[src/rtl/rob_multi_commit_if.sv]
// rtl/rob_multi_commit_if.sv - reorder buffer bus: dispatch, writeback, operand query, commit, store, predictor, redirect
interface rob_multi_commit_if #(
  parameter int ID_W   = 4,
  parameter int DATA_W = 32,
  parameter int ADDR_W = 32,
  parameter int NUM_WB = 2
);
  logic                     alloc_valid;
  logic                     alloc_ready;
  logic [ID_W-1:0]          alloc_id;
  logic [ADDR_W-1:0]        alloc_pc;
  logic [4:0]               alloc_rd;
  logic [1:0]               alloc_kind;
  logic                     alloc_pred_taken;
  logic [NUM_WB-1:0]        wb_valid;
  logic [NUM_WB*ID_W-1:0]   wb_id;
  logic [NUM_WB*DATA_W-1:0] wb_value;
  logic [NUM_WB-1:0]        wb_taken;
  logic [NUM_WB*ADDR_W-1:0] wb_target;
  logic                     qj_dep;
  logic                     qk_dep;
  logic [ID_W-1:0]          qj_id;
  logic [ID_W-1:0]          qk_id;
  logic                     qj_ready;
  logic                     qk_ready;
  logic [DATA_W-1:0]        qj_value;
  logic [DATA_W-1:0]        qk_value;
  logic [1:0]               commit_valid;
  logic [9:0]               commit_rd;
  logic [2*DATA_W-1:0]      commit_value;
  logic [2*ID_W-1:0]        commit_id;
  logic                     store_commit_valid;
  logic [ID_W-1:0]          store_commit_id;
  logic                     store_commit_ack;
  logic                     bp_update_valid;
  logic [ADDR_W-1:0]        bp_update_pc;
  logic                     bp_update_taken;
  logic                     flush;
  logic [ADDR_W-1:0]        redirect_pc;
  logic [ID_W:0]            count;
  logic                     empty;

  modport master (
    output alloc_valid, alloc_pc, alloc_rd, alloc_kind, alloc_pred_taken,
    output wb_valid, wb_id, wb_value, wb_taken, wb_target,
    output qj_dep, qk_dep, qj_id, qk_id, store_commit_ack,
    input  alloc_ready, alloc_id, qj_ready, qk_ready, qj_value, qk_value,
    input  commit_valid, commit_rd, commit_value, commit_id,
    input  store_commit_valid, store_commit_id,
    input  bp_update_valid, bp_update_pc, bp_update_taken,
    input  flush, redirect_pc, count, empty
  );

  modport slave (
    input  alloc_valid, alloc_pc, alloc_rd, alloc_kind, alloc_pred_taken,
    input  wb_valid, wb_id, wb_value, wb_taken, wb_target,
    input  qj_dep, qk_dep, qj_id, qk_id, store_commit_ack,
    output alloc_ready, alloc_id, qj_ready, qk_ready, qj_value, qk_value,
    output commit_valid, commit_rd, commit_value, commit_id,
    output store_commit_valid, store_commit_id,
    output bp_update_valid, bp_update_pc, bp_update_taken,
    output flush, redirect_pc, count, empty
  );
endinterface

[src/rtl/rob_multi_commit.sv]
// rtl/rob_multi_commit.sv - parametrised reorder buffer with dual in-order commit
// Store handshake to the LSB, branch/JALR redirect and writeback-to-dispatch bypass.
module rob_multi_commit #(
  parameter int DEPTH  = 16,
  parameter int ID_W   = 4,
  parameter int DATA_W = 32,
  parameter int ADDR_W = 32,
  parameter int NUM_WB = 2
) (
  input  logic               clk,
  input  logic               rst,
  input  logic               rdy,
  rob_multi_commit_if.slave  bus
);
  localparam logic [1:0] K_REG = 2'd0, K_STORE = 2'd1, K_BR = 2'd2, K_JALR = 2'd3;

  logic [DEPTH-1:0]  ent_valid, ent_ready, ent_pred, ent_taken;
  logic [1:0]        ent_kind   [DEPTH];
  logic [4:0]        ent_rd     [DEPTH];
  logic [ADDR_W-1:0] ent_pc     [DEPTH];
  logic [ADDR_W-1:0] ent_target [DEPTH];
  logic [DATA_W-1:0] ent_value  [DEPTH];

  logic [ID_W-1:0]   head, tail, head1;
  logic [ID_W:0]     cnt;
  logic              flush_q, scv_q, bp_valid_q, bp_taken_q;
  logic [ID_W-1:0]   scid_q;
  logic [ADDR_W-1:0] redirect_q, bp_pc_q;
  logic [1:0]        commit_valid_q;
  logic [9:0]        commit_rd_q;
  logic [2*DATA_W-1:0] commit_value_q;
  logic [2*ID_W-1:0]   commit_id_q;

  logic [ID_W-1:0]   wb_idx [NUM_WB];
  logic [NUM_WB-1:0] wb_hit;
  logic              alloc_ready, alloc_fire;
  logic              head_rdy, mispred0, slot0_commit, store_start, store_retire;
  logic              flush_now, slot1;
  logic [1:0]        kind0, kind1, n_ret;
  logic [ADDR_W-1:0] redirect_next;

  assign head1       = head + ID_W'(1);
  assign alloc_ready = (cnt != (ID_W+1)'(DEPTH)) && !flush_q;
  assign alloc_fire  = bus.alloc_valid && alloc_ready && rdy;

  // Writebacks to empty slots, and all writebacks during the flush cycle, are dropped.
  always_comb begin
    for (int c = 0; c < NUM_WB; c++) begin
      wb_idx[c] = bus.wb_id[c*ID_W +: ID_W];
      wb_hit[c] = bus.wb_valid[c] && !flush_q && ent_valid[wb_idx[c]];
    end
  end

  always_comb begin
    kind0         = ent_kind[head];
    kind1         = ent_kind[head1];
    head_rdy      = ent_valid[head] && ent_ready[head] && !flush_q;
    mispred0      = ent_taken[head] != ent_pred[head];
    slot0_commit  = head_rdy && (kind0 != K_STORE);
    store_start   = head_rdy && (kind0 == K_STORE) && !scv_q;
    store_retire  = scv_q && bus.store_commit_ack && !flush_q;
    flush_now     = slot0_commit && ((kind0 == K_JALR) || ((kind0 == K_BR) && mispred0));
    slot1         = slot0_commit && (kind0 == K_REG) && ent_valid[head1] && ent_ready[head1] &&
                    ((kind1 == K_REG) || ((kind1 == K_BR) && (ent_taken[head1] == ent_pred[head1])));
    n_ret         = 2'(slot0_commit) + 2'(store_retire) + 2'(slot1);
    redirect_next = ((kind0 == K_JALR) || ent_taken[head]) ? ent_target[head] : ent_pc[head] + ADDR_W'(4);
  end

  always_ff @(posedge clk or negedge rst) begin
    if (!rst) begin
      head           <= '0;
      tail           <= '0;
      cnt            <= '0;
      ent_valid      <= '0;
      ent_ready      <= '0;
      scv_q          <= 1'b0;
      scid_q         <= '0;
      commit_valid_q <= '0;
      commit_rd_q    <= '0;
      commit_value_q <= '0;
      commit_id_q    <= '0;
      bp_valid_q     <= 1'b0;
      bp_pc_q        <= '0;
      bp_taken_q     <= 1'b0;
      flush_q        <= 1'b0;
      redirect_q     <= '0;
    end else begin
      commit_valid_q <= '0;
      bp_valid_q     <= 1'b0;
      flush_q        <= 1'b0;
      if (rdy) begin
        if (alloc_fire) begin
          ent_valid[tail] <= 1'b1;
          ent_ready[tail] <= 1'b0;
          tail            <= tail + ID_W'(1);
        end
        for (int c = 0; c < NUM_WB; c++)
          if (wb_hit[c]) ent_ready[wb_idx[c]] <= 1'b1;
        if (slot0_commit || store_retire) ent_valid[head] <= 1'b0;
        if (slot1) ent_valid[head1] <= 1'b0;
        head <= head + ID_W'(n_ret);
        cnt  <= cnt + (ID_W+1)'(alloc_fire) - (ID_W+1)'(n_ret);

        commit_valid_q <= {slot1, slot0_commit};
        if (slot0_commit) begin
          commit_rd_q[4:0]           <= ent_rd[head];
          commit_value_q[DATA_W-1:0] <= ent_value[head];
          commit_id_q[ID_W-1:0]      <= head;
        end
        if (slot1) begin
          commit_rd_q[9:5]                  <= ent_rd[head1];
          commit_value_q[2*DATA_W-1:DATA_W] <= ent_value[head1];
          commit_id_q[2*ID_W-1:ID_W]        <= head1;
        end

        if (store_start) begin
          scv_q  <= 1'b1;
          scid_q <= head;
        end else if (store_retire) begin
          scv_q <= 1'b0;
        end

        if (slot0_commit && kind0 == K_BR) begin
          bp_valid_q <= 1'b1;
          bp_pc_q    <= ent_pc[head];
          bp_taken_q <= ent_taken[head];
        end else if (slot1 && kind1 == K_BR) begin
          bp_valid_q <= 1'b1;
          bp_pc_q    <= ent_pc[head1];
          bp_taken_q <= ent_taken[head1];
        end

        // Everything younger than the redirecting entry is wrong-path, including this cycle's alloc.
        if (flush_now) begin
          ent_valid  <= '0;
          ent_ready  <= '0;
          head       <= '0;
          tail       <= '0;
          cnt        <= '0;
          scv_q      <= 1'b0;
          flush_q    <= 1'b1;
          redirect_q <= redirect_next;
        end
      end
    end
  end

  always_ff @(posedge clk) begin
    if (rdy) begin
      if (alloc_fire) begin
        ent_kind[tail]  <= bus.alloc_kind;
        ent_rd[tail]    <= bus.alloc_rd;
        ent_pc[tail]    <= bus.alloc_pc;
        ent_pred[tail]  <= bus.alloc_pred_taken;
      end
      for (int c = 0; c < NUM_WB; c++) begin
        if (wb_hit[c]) begin
          ent_value[wb_idx[c]]  <= bus.wb_value[c*DATA_W +: DATA_W];
          ent_taken[wb_idx[c]]  <= bus.wb_taken[c];
          ent_target[wb_idx[c]] <= bus.wb_target[c*ADDR_W +: ADDR_W];
        end
      end
    end
  end

  logic              q_dep [2];
  logic [ID_W-1:0]   q_id  [2];
  logic              q_rdy [2];
  logic [DATA_W-1:0] q_val [2];

  assign q_dep[0] = bus.qj_dep;
  assign q_dep[1] = bus.qk_dep;
  assign q_id[0]  = bus.qj_id;
  assign q_id[1]  = bus.qk_id;

  // Same-cycle writeback beats the stored entry; later channels override earlier ones.
  always_comb begin
    for (int p = 0; p < 2; p++) begin
      q_rdy[p] = 1'b1;
      q_val[p] = '0;
      if (q_dep[p]) begin
        q_rdy[p] = ent_valid[q_id[p]] && ent_ready[q_id[p]];
        q_val[p] = ent_value[q_id[p]];
        for (int c = 0; c < NUM_WB; c++) begin
          if (wb_hit[c] && wb_idx[c] == q_id[p]) begin
            q_rdy[p] = 1'b1;
            q_val[p] = bus.wb_value[c*DATA_W +: DATA_W];
          end
        end
      end
    end
  end

  assign bus.qj_ready           = q_rdy[0];
  assign bus.qj_value           = q_val[0];
  assign bus.qk_ready           = q_rdy[1];
  assign bus.qk_value           = q_val[1];
  assign bus.alloc_ready        = alloc_ready;
  assign bus.alloc_id           = tail;
  assign bus.commit_valid       = commit_valid_q;
  assign bus.commit_rd          = commit_rd_q;
  assign bus.commit_value       = commit_value_q;
  assign bus.commit_id          = commit_id_q;
  assign bus.store_commit_valid = scv_q;
  assign bus.store_commit_id    = scid_q;
  assign bus.bp_update_valid    = bp_valid_q;
  assign bus.bp_update_pc       = bp_pc_q;
  assign bus.bp_update_taken    = bp_taken_q;
  assign bus.flush              = flush_q;
  assign bus.redirect_pc        = redirect_q;
  assign bus.count              = cnt;
  assign bus.empty              = (cnt == '0);
endmodule

[src/flat_wrapper.sv]
// flat-port wrapper written by rule: the top's interface ports become plain ports
module rob_multi_commit_flat 
#(
  parameter int DEPTH  = 16,
  parameter int ID_W   = 4,
  parameter int DATA_W = 32,
  parameter int ADDR_W = 32,
  parameter int NUM_WB = 2
)
  (clk, rst, rdy, bus_alloc_valid, bus_alloc_pc, bus_alloc_rd, bus_alloc_kind, bus_alloc_pred_taken, bus_wb_valid, bus_wb_id, bus_wb_value, bus_wb_taken, bus_wb_target, bus_qj_dep, bus_qk_dep, bus_qj_id, bus_qk_id, bus_store_commit_ack, bus_alloc_ready, bus_alloc_id, bus_qj_ready, bus_qk_ready, bus_qj_value, bus_qk_value, bus_commit_valid, bus_commit_rd, bus_commit_value, bus_commit_id, bus_store_commit_valid, bus_store_commit_id, bus_bp_update_valid, bus_bp_update_pc, bus_bp_update_taken, bus_flush, bus_redirect_pc, bus_count, bus_empty);
  rob_multi_commit_if #(.ID_W(ID_W), .DATA_W(DATA_W), .ADDR_W(ADDR_W), .NUM_WB(NUM_WB)) bus_i ();
  input  logic clk;
  input  logic rst;
  input  logic rdy;
  input wire logic [$bits(bus_i.alloc_valid)-1:0] bus_alloc_valid;
  input wire logic [$bits(bus_i.alloc_pc)-1:0] bus_alloc_pc;
  input wire logic [$bits(bus_i.alloc_rd)-1:0] bus_alloc_rd;
  input wire logic [$bits(bus_i.alloc_kind)-1:0] bus_alloc_kind;
  input wire logic [$bits(bus_i.alloc_pred_taken)-1:0] bus_alloc_pred_taken;
  input wire logic [$bits(bus_i.wb_valid)-1:0] bus_wb_valid;
  input wire logic [$bits(bus_i.wb_id)-1:0] bus_wb_id;
  input wire logic [$bits(bus_i.wb_value)-1:0] bus_wb_value;
  input wire logic [$bits(bus_i.wb_taken)-1:0] bus_wb_taken;
  input wire logic [$bits(bus_i.wb_target)-1:0] bus_wb_target;
  input wire logic [$bits(bus_i.qj_dep)-1:0] bus_qj_dep;
  input wire logic [$bits(bus_i.qk_dep)-1:0] bus_qk_dep;
  input wire logic [$bits(bus_i.qj_id)-1:0] bus_qj_id;
  input wire logic [$bits(bus_i.qk_id)-1:0] bus_qk_id;
  input wire logic [$bits(bus_i.store_commit_ack)-1:0] bus_store_commit_ack;
  output wire logic [$bits(bus_i.alloc_ready)-1:0] bus_alloc_ready;
  output wire logic [$bits(bus_i.alloc_id)-1:0] bus_alloc_id;
  output wire logic [$bits(bus_i.qj_ready)-1:0] bus_qj_ready;
  output wire logic [$bits(bus_i.qk_ready)-1:0] bus_qk_ready;
  output wire logic [$bits(bus_i.qj_value)-1:0] bus_qj_value;
  output wire logic [$bits(bus_i.qk_value)-1:0] bus_qk_value;
  output wire logic [$bits(bus_i.commit_valid)-1:0] bus_commit_valid;
  output wire logic [$bits(bus_i.commit_rd)-1:0] bus_commit_rd;
  output wire logic [$bits(bus_i.commit_value)-1:0] bus_commit_value;
  output wire logic [$bits(bus_i.commit_id)-1:0] bus_commit_id;
  output wire logic [$bits(bus_i.store_commit_valid)-1:0] bus_store_commit_valid;
  output wire logic [$bits(bus_i.store_commit_id)-1:0] bus_store_commit_id;
  output wire logic [$bits(bus_i.bp_update_valid)-1:0] bus_bp_update_valid;
  output wire logic [$bits(bus_i.bp_update_pc)-1:0] bus_bp_update_pc;
  output wire logic [$bits(bus_i.bp_update_taken)-1:0] bus_bp_update_taken;
  output wire logic [$bits(bus_i.flush)-1:0] bus_flush;
  output wire logic [$bits(bus_i.redirect_pc)-1:0] bus_redirect_pc;
  output wire logic [$bits(bus_i.count)-1:0] bus_count;
  output wire logic [$bits(bus_i.empty)-1:0] bus_empty;
  assign bus_i.alloc_valid = bus_alloc_valid;
  assign bus_i.alloc_pc = bus_alloc_pc;
  assign bus_i.alloc_rd = bus_alloc_rd;
  assign bus_i.alloc_kind = bus_alloc_kind;
  assign bus_i.alloc_pred_taken = bus_alloc_pred_taken;
  assign bus_i.wb_valid = bus_wb_valid;
  assign bus_i.wb_id = bus_wb_id;
  assign bus_i.wb_value = bus_wb_value;
  assign bus_i.wb_taken = bus_wb_taken;
  assign bus_i.wb_target = bus_wb_target;
  assign bus_i.qj_dep = bus_qj_dep;
  assign bus_i.qk_dep = bus_qk_dep;
  assign bus_i.qj_id = bus_qj_id;
  assign bus_i.qk_id = bus_qk_id;
  assign bus_i.store_commit_ack = bus_store_commit_ack;
  assign bus_alloc_ready = bus_i.alloc_ready;
  assign bus_alloc_id = bus_i.alloc_id;
  assign bus_qj_ready = bus_i.qj_ready;
  assign bus_qk_ready = bus_i.qk_ready;
  assign bus_qj_value = bus_i.qj_value;
  assign bus_qk_value = bus_i.qk_value;
  assign bus_commit_valid = bus_i.commit_valid;
  assign bus_commit_rd = bus_i.commit_rd;
  assign bus_commit_value = bus_i.commit_value;
  assign bus_commit_id = bus_i.commit_id;
  assign bus_store_commit_valid = bus_i.store_commit_valid;
  assign bus_store_commit_id = bus_i.store_commit_id;
  assign bus_bp_update_valid = bus_i.bp_update_valid;
  assign bus_bp_update_pc = bus_i.bp_update_pc;
  assign bus_bp_update_taken = bus_i.bp_update_taken;
  assign bus_flush = bus_i.flush;
  assign bus_redirect_pc = bus_i.redirect_pc;
  assign bus_count = bus_i.count;
  assign bus_empty = bus_i.empty;
  rob_multi_commit #(.DEPTH(DEPTH), .ID_W(ID_W), .DATA_W(DATA_W), .ADDR_W(ADDR_W), .NUM_WB(NUM_WB)) u_core (.clk(clk), .rst(rst), .rdy(rdy), .bus(bus_i));
endmodule
[config.mk]
export PLATFORM = sky130hd
export DESIGN_NAME = rob_multi_commit_flat
export DESIGN_NICKNAME = d
export VERILOG_FILES = /design/src/rtl/rob_multi_commit_if.sv /design/src/rtl/rob_multi_commit.sv /design/src/flat_wrapper.sv
export SDC_FILE = /design/constraint.sdc
export NUM_CORES = 2
export LEC_CHECK = 0
export CORE_AREA = 2 2 439 441
export CTS_CLUSTER_SIZE = 24
export DETAILED_ROUTE_END_ITERATION = 16
export DIE_AREA = 0 0 441 443
export PLACE_DENSITY = 0.73
export SYNTH_ARGS = -nofsm -noshare
export SYNTH_HDL_FRONTEND = slang
export SYNTH_SLANG_ARGS = --single-unit
[constraint.sdc]
create_clock -name clk -period 7.7 [get_ports clk]
set_input_delay 1.54 -clock clk [delete_from_list [all_inputs] [get_ports clk]]
set_output_delay 1.54 -clock clk [all_outputs]
set_load 0.02 [all_outputs]
## After elaboration in Yosys (flattened, before gate mapping)

Memory sizes are Yosys's and may differ from the RTL's. A register that Yosys moved wholly into a read port is not among the register bits.
Index checks and enable logic that the tools add are counted.
Widths: inputs -> output; s select.

| word-level totals | value |
|---|---|
| logic and storage cells | 216 |
| bits in writable memories | 1648 |
| flip-flop bits (word level) | 159 |
| memories kept | 5 |
| bits of input ports | 195 |
| output and inout bits | 233 |

| cells by class | value |
|---|---|
| bitwise operators | 9 |
| add/sub/neg operators | 8 |
| mux-type cells | 95 |
| reduce and logical (&&, ||, !) cells | 58 |
| order comparisons | 12 |
| equality and inequality tests | 12 |

Memory list:

| name | words | width | rd ports | clocked after memory_dff | write ports | line | text |
|---|---|---|---|---|---|---|---|
| u_core.ent_pc | 16 | 32 | 2 | 0 | 1 | rob_multi_commit.sv:20 | `logic [ADDR_W-1:0] ent_pc [DEPTH];` |
| u_core.ent_target | 16 | 32 | 1 | 0 | 2 | rob_multi_commit.sv:21 | `logic [ADDR_W-1:0] ent_target [DEPTH];` |
| u_core.ent_value | 16 | 32 | 4 | 2 | 2 | rob_multi_commit.sv:22 | `logic [DATA_W-1:0] ent_value [DEPTH];` |
| u_core.ent_rd | 16 | 5 | 2 | 2 | 1 | rob_multi_commit.sv:19 | `logic [4:0] ent_rd [DEPTH];` |
| u_core.ent_kind | 16 | 2 | 2 | 0 | 1 | rob_multi_commit.sv:18 | `logic [1:0] ent_kind [DEPTH];` |

Operators with widths:

| operator | count |
|---|---|
| $mux 32 | 9 |
| $mux 16 | 15 |
| $bmux 1 s4 | 14 |
| $and 16x16->16 | 3 |
| $bwmux 16 | 3 |
| $not 16->16 | 3 |
| $or 16x16->16 | 3 |
| $mux 1 | 44 |
| $lt 4x5->1 const B | 7 |
| $logic_and 1x1->1 | 34 |
| $add 32x3->32 const B | 1 |
| $demux 1 s4 | 5 |
| $ge 4x1->1 const B | 5 |
| $eq 4x4->1 | 4 |
| $reduce_and 2->1 | 8 |
| $mux 4 | 3 |
| $add 4x1->4 const B | 2 |
| $eq 2x2->1 const B | 3 |
| $logic_not 1->1 | 6 |
| $add 5x1->5 | 1 |
| $logic_not 5->1 | 1 |
| $mux 5 | 1 |
| $ne 5x5->1 const B | 1 |
| $sub 5x2->5 | 1 |
| 12 further kinds | 17 |

## Logic depth before layout (Yosys ltp)

| depth | value |
|---|---|
| word-level depth | 14 |
| depth in mapped cells | 30 |
| mapped depth without buffers | 21 |

## Worst setup path after synthesis

OpenSTA, ideal clock, no wires.

| timing path | value |
|---|---|
| kind | in2reg |
| start point | input bus_wb_id[0] |
| end point | register u_core.ent_ready[0] |
| path buffers | 1 |
| data required time | 7.608 ns |
| setup time | 0.092 ns |
| arrival time | 8.300 ns |
| cell stages on the path | 8 |
| path slack | -0.693 ns |
| path through | buf_2 -> mux4_2 -> mux4_2 -> nand3b_1 -> nor3_1 -> nand2_1 -> o31ai_1 -> a22o_1 |

| on the way | value |
|---|---|
| word-level cells in the longest chain between the ends | 10 |
| elaborated cells between the ends (all ways) | 14 |
| classes of those cells | order compare (2); mux (8); bitwise (2); reduce/logical (2) |

RTL lines:

| element | line | text |
|---|---|---|
| from (decl) | flat_wrapper.sv:21 | `input wire logic [$bits(bus_i.wb_id)-1:0] bus_wb_id;` |
| $lt 4x5->1 (implied by the code) / $ge 4x1->1 (equally long branches) | rob_multi_commit.sv:98 | `if (wb_hit[c]) ent_ready[wb_idx[c]] <= 1'b1;` |
| $logic_and 1x1->1 (implied by the code) | rob_multi_commit.sv:98 |  |
| $mux 1 (implied by the code) | rob_multi_commit.sv:98 |  |
| $demux 1 s4 | - |  |
| $or 16x16->16 (no source line) | - |  |
| $mux 16 (*) | rob_multi_commit.sv:98 |  |
| $mux 16 (*) | rob_multi_commit.sv:91 | `if (rdy) begin` |
| $or 16x16->16 (no source line) | - |  |
| $mux 16 (*) | rob_multi_commit.sv:98 |  |
| $mux 16 (*) | rob_multi_commit.sv:134 | `if (flush_now) begin` |
| to (signal, indexed assignment) | rob_multi_commit.sv:94 | `ent_ready[tail] <= 1'b0;` |
| to (signal, indexed assignment) | rob_multi_commit.sv:98 |  |
| to (signal assigned) | rob_multi_commit.sv:136 | `ent_ready <= '0;` |
| to (decl) | rob_multi_commit.sv:17 | `logic [DEPTH-1:0] ent_valid, ent_ready, ent_pred, ent_taken;` |

Mark *: on every way between the ends. The rest lies on a longest branch, timed or not. The select of a mux whose other input is x is not followed.
A chain may end at the register's enable or synchronous reset.

## Worst setup path in the final report

| timing path | value |
|---|---|
| start point | input bus_wb_id[0] |
| end point | output bus_qk_value[18] |

| on the way | value |
|---|---|
| word-level cells in the longest chain between the ends | 7 |
| elaborated cells between the ends (all ways) | 8 |
| classes of those cells | eq/ne (1); mux (5); reduce/logical (2) |

RTL lines:

| element | line | text |
|---|---|---|
| $bmux 1 s4 | rob_multi_commit.sv:50 | `wb_hit[c] = bus.wb_valid[c] && !flush_q && ent_valid[wb_idx[c]];` |
| $mux 1 (implied by the code) | rob_multi_commit.sv:50 |  |
| $logic_and 1x1->1 | rob_multi_commit.sv:50 |  |
| $logic_and 1x1->1 (*) | rob_multi_commit.sv:185 | `if (wb_hit[c] && wb_idx[c] == q_id[p]) begin` |
| $mux 32 (*) (2 in series) | rob_multi_commit.sv:185 |  |
| $mux 32 (*) | rob_multi_commit.sv:181 | `if (q_dep[p]) begin` |
| to (decl) | flat_wrapper.sv:35 | `output wire logic [$bits(bus_i.qk_value)-1:0] bus_qk_value;` |

Marked as above.

==> results by stage <==
Finish:
- For this run, the post-layout net count is 6297.
- Leaving out fill and tap cells, the most frequent cell in the layout is sky130_fd_sc_hd__edfxtp_1.
- Relative to the synthesized area, the layout overhead comes to 13.1%.
- Once layout is done, the placed cells without fillers occupy 0.118 mm2.
- The top cell types in the final layout, fill and taps aside, are sky130_fd_sc_hd__edfxtp_1 (1680), sky130_fd_sc_hd__mux4_2 (1211), sky130_fd_sc_hd__mux2_2 (1076).
- The count of cells in the finished layout, fillers not included, comes to 8812.
- The post-route netlist has 45.7% of its cells at a drive strength greater than 1.

Clock network:
- The number of buffers on the longest clock path is 3.
- The total of cells resized after clock tree synthesis is 0.
- The clock tree from TritonCTS is done.
- The clock root buffer master is sky130_fd_sc_hd__clkbuf_16.
- For the worst-skew pair, the clock arrives at the later sink with an insertion delay of 890 ps.
- The number of buffers created by CTS is 200.
- The H-tree depth is 4.
- Clock-pin slew was measured on the worst setup and hold paths at 60 ps.
- The cts-stage hold buffer count is 0.
- The clock sink total is 1881.
- The number of buffers inserted by post-CTS setup repair is 0.

Timing:
- Setup slack on the critical path of the routed design comes to 604 ps.
- Setup violations remaining at the end of the flow were counted as 0.
- Setup repair after global routing left no endpoint under its margin.
- The clock arrives with 58.0 ps of skew.
- The post-route setup TNS is 0 ps.
- At the pin with the least slew margin, the transition time is 1250 ps.
- The final hold violation count is 0.
- The maximum clock frequency is 141 MHz.
- The worst pin sits at a relative slew slack of 16.6%.
- The minimum period implied by the final worst setup slack is 7100 ps.
- Of the available clock period, the critical path in the final layout requires 92.2%.
- The number of pins exceeding their max-slew limit in the final report is 0.

Yosys:
- Of the total synthesized cell area, the portion taken by AND, OR, NAND and NOR gates is 2.30%.
- The portion of netlist area occupied by mux cells is 38.9%.
- The number of instances in the synthesized netlist is 5911.
- The synthesized design contains 1881 register bits.
- The library cell occupying the most area in the post-synthesis netlist is sky130_fd_sc_hd__edfxtp_1.
- The most instantiated flip-flop cell in the synthesis netlist is sky130_fd_sc_hd__edfxtp_1.
- The netlist uses 72 different library cells.
- Sorting the synthesized cells by area gives the leading types as sky130_fd_sc_hd__edfxtp_1 (48%), sky130_fd_sc_hd__mux4_2 (26%), sky130_fd_sc_hd__mux2_2 (12%), sky130_fd_sc_hd__dfrtp_1 (4.8%), sky130_fd_sc_hd__clkbuf_1 (1.4%).
- The synthesized area per cell is 17.7 um2.
- After Yosys synthesis, full adders, half adders and majority gates account for 0.285% of the synthesized area.
- Yosys printed 0 warnings.
- The synthesized design devotes to its leading area cell type 48.3% of total area.
- The combinational family with the most area after synthesis is multiplexers.
- The combined area of all synthesized cells is 0.105 mm2.
- The synthesized netlist devotes 2.37% of its cell area to compound gates.
- For this run, asynchronously set or reset flops after synthesis account for 10.7%.
- The portion of the post-synthesis area used by sequential elements is 53.1%.
- The xor and xnor fraction of the mapped netlist area is 0.427%.
- The count of flip-flops with a built-in enable after synthesis is 1680.
- The number of nets handed over by synthesis was 6128.

Critical path:
- The critical path class is primary input to output port.
- The startpoint identified for the worst register-to-register timing path is u_core.head[0]$_DFFE_PN0P_.
- The worst path required time is 6160 ps.
- The critical path startpoint category is a primary input.
- The kind of end point of the critical path is an output port.
- The arrival time at the worst endpoint is 5560 ps.
- In this run the worst path has a maximum fanout of 33.
- The worst setup path startpoint is bus_wb_id[0].

Detailed routing:
- The wire length on met3 is 39400 um.
- The detailed-route DRC error count is 0.
- The met2 wire length is 158000 um.
- After detailed routing, the wire length on met1 is 121000 um.
- The per-cell via count in the routed design is 7.44.
- The detailed router finished its first iteration with 9966 violations.
- The uppermost layer routed is met5.
- The total number of vias is 65500.
- In the final routed layout, each cell accounts on average for 38.2 um.
- The detail route stage leaves a number of antenna-violating nets equal to 0.
- The number of optimization iterations in the first detailed-route pass is 6.
- The total wirelength of the detailed-routed design is 336000 um.

Power:
- Dividing total power by cell area gives a power density of 278 mW/mm2.
- Summed over all cells, the static leakage comes to 38.1 nW.
- The peak supply drop is 0.294 mV.
- Power comes to 32.9 mW.

Job:
- The reported max-cap violation count is 0.

GRT:
- Global routing used 34.5% of the available tracks across all layers.
- The first global-routing pass estimated 480000 um of wire.
- The number of global-route vias before repair is 64500.
- The total congestion overflow after global routing is 0.
- Entering global routing, the biggest net connects 135 pins.
- The initial antenna violation count is 50.

Place:
- Once placement finished, the instance area stood at 0.112 mm2.
- The cell total after placement is 8404.
- The routability congestion estimate from global placement is 0.921.
- In this run the tool buffered the top-level ports with 427 buffer cells.
- The worst slack at placement is 687 ps.
- The placed wire-length estimate is 196000 um.

Die:
- The die outline width is 441 um.
- The die outline area is 0.195 mm2.
- The overall die height is 443 um.
- The core region area is 0.191 mm2.
- The starting utilization of the core area is 54.7%.
- The number of top-level design ports is 428.
- The initialized floorplan defines 161 standard-cell rows.

Min path:
- The tightest min-delay check is of the flop to flop type.
- The origin of the worst min-delay path is u_core.bus.commit_id[3]$_DFFE_PN0P_.

Run status:
- The run finished with clean final reports.
metrics by stage:
step	util [%]	hold slack [ps]
final	61.9	482
after global routing	61.9	518
after CTS	61.8	485
after detailed placement	58.3	471
after global placement	58.3	467
after floorplan	-	466
cell usage after synthesis, drive strengths merged, types with 3 or more instances:
master	count
clkbuf	394
nor2	86
fa	3
or3	3
inv	26
nor3b	7
nand4b	7
nand3	43
a31oi	13
mux2	1109
buf	246
edfxtp	1680
nand2	214
a32o	5
nor2b	10
nand4	12
o21ai	128
xor2	20
xnor2	31
o211ai	10
nand2b	9
o311ai	3
ha	19
a21boi	4
o22ai	36
mux4	1211
o31ai	6
nand3b	6
a21o	4
mux2i	87
o22a	5
a221oi	8
and2	78
nor3	13
o21a	3
a2bb2oi	34
a21oi	56
nor4	7
a22o	26
dfrtp	201
a22oi	22
worst paths after layout:
path / endpoint / slack, ps / depth (start not counted)
min in group asynchronous: u_core.bus.commit_value[38]$_DFFE_PN0P_ / 690 / 1
min reg2reg: u_core.bus.commit_id[3]$_DFFE_PN0P_ / 480 / 2
max: bus_qk_value[18] / 600 / 11
min: u_core.bus.commit_id[3]$_DFFE_PN0P_ / 480 / 2
max in group asynchronous: u_core.bus.commit_rd[6]$_DFFE_PN0P_ / 5500 / 2
max reg2reg: u_core.bus.count[4]$_DFFE_PN0P_ / 1380 / 22
worst max-delay path: stages:
cell	delay [ps]
sky130_fd_sc_hd__clkdlybuf4s50_1	550
sky130_fd_sc_hd__buf_4	260
sky130_fd_sc_hd__mux4_2	530
sky130_fd_sc_hd__mux4_2	450
sky130_fd_sc_hd__nand3b_1	210
sky130_fd_sc_hd__or4_2	180
sky130_fd_sc_hd__buf_4	540
sky130_fd_sc_hd__mux2i_1	210
sky130_fd_sc_hd__o21ai_0	220
sky130_fd_sc_hd__and2_1	150
sky130_fd_sc_hd__clkdlybuf4s50_1	600
cell type report:
class | count | area, um2
timing repair buffer | 607 | 6020
clock buffer | 267 | 5490
fill | 13500 | 72900
clock inverter | 112 | 1170
sequential | 1881 | 55500
tap | 2526 | 3160
antenna | 29 | 72.6
multi-input combinational | 3362 | 46700
inverter | 28 | 105
metal layers:
| layer | up-vias | GRT usage, % |
|---|---|---|
| li1 | 25200 | - |
| met1 | 34600 | 47.4 |
| met2 | 4820 | 52.2 |
| met3 | 911 | 7.98 |
| met4 | 28 | 17.1 |
| met5 | - | 0 |
sequential cells by signal (all words and copies together) (netlist names), 32 cells and up:
| name | flops |
|---|---|
| u_core.bus.bp_update_pc | 32 |
| u_core.bus.commit_value | 64 |
| u_core.bus.redirect_pc | 32 |
| u_core.ent_kind | 32 |
| u_core.ent_pc | 512 |
| u_core.ent_rd | 80 |
| u_core.ent_target | 512 |
| u_core.ent_value | 512 |
power by group:
part | internal (mW) | total (mW) | switching (mW)
Combinational | 5.21 | 10.5 | 5.33
Clock | 5.60 | 9.82 | 4.23
Sequential | 11.8 | 12.5 | 0.724
Total | 22.6 | 32.9 | 10.3
logic make-up after synthesis:
group | after synthesis
AOI/OAI and AO/OA | 379
xor gates and xnor gates | 51
adders and majority gates | 22
buffers and inverters | 668
DFF | 1881
muxes | 2407
and+or+nand+nor | 503
Power figures use the tool's default switching activity.
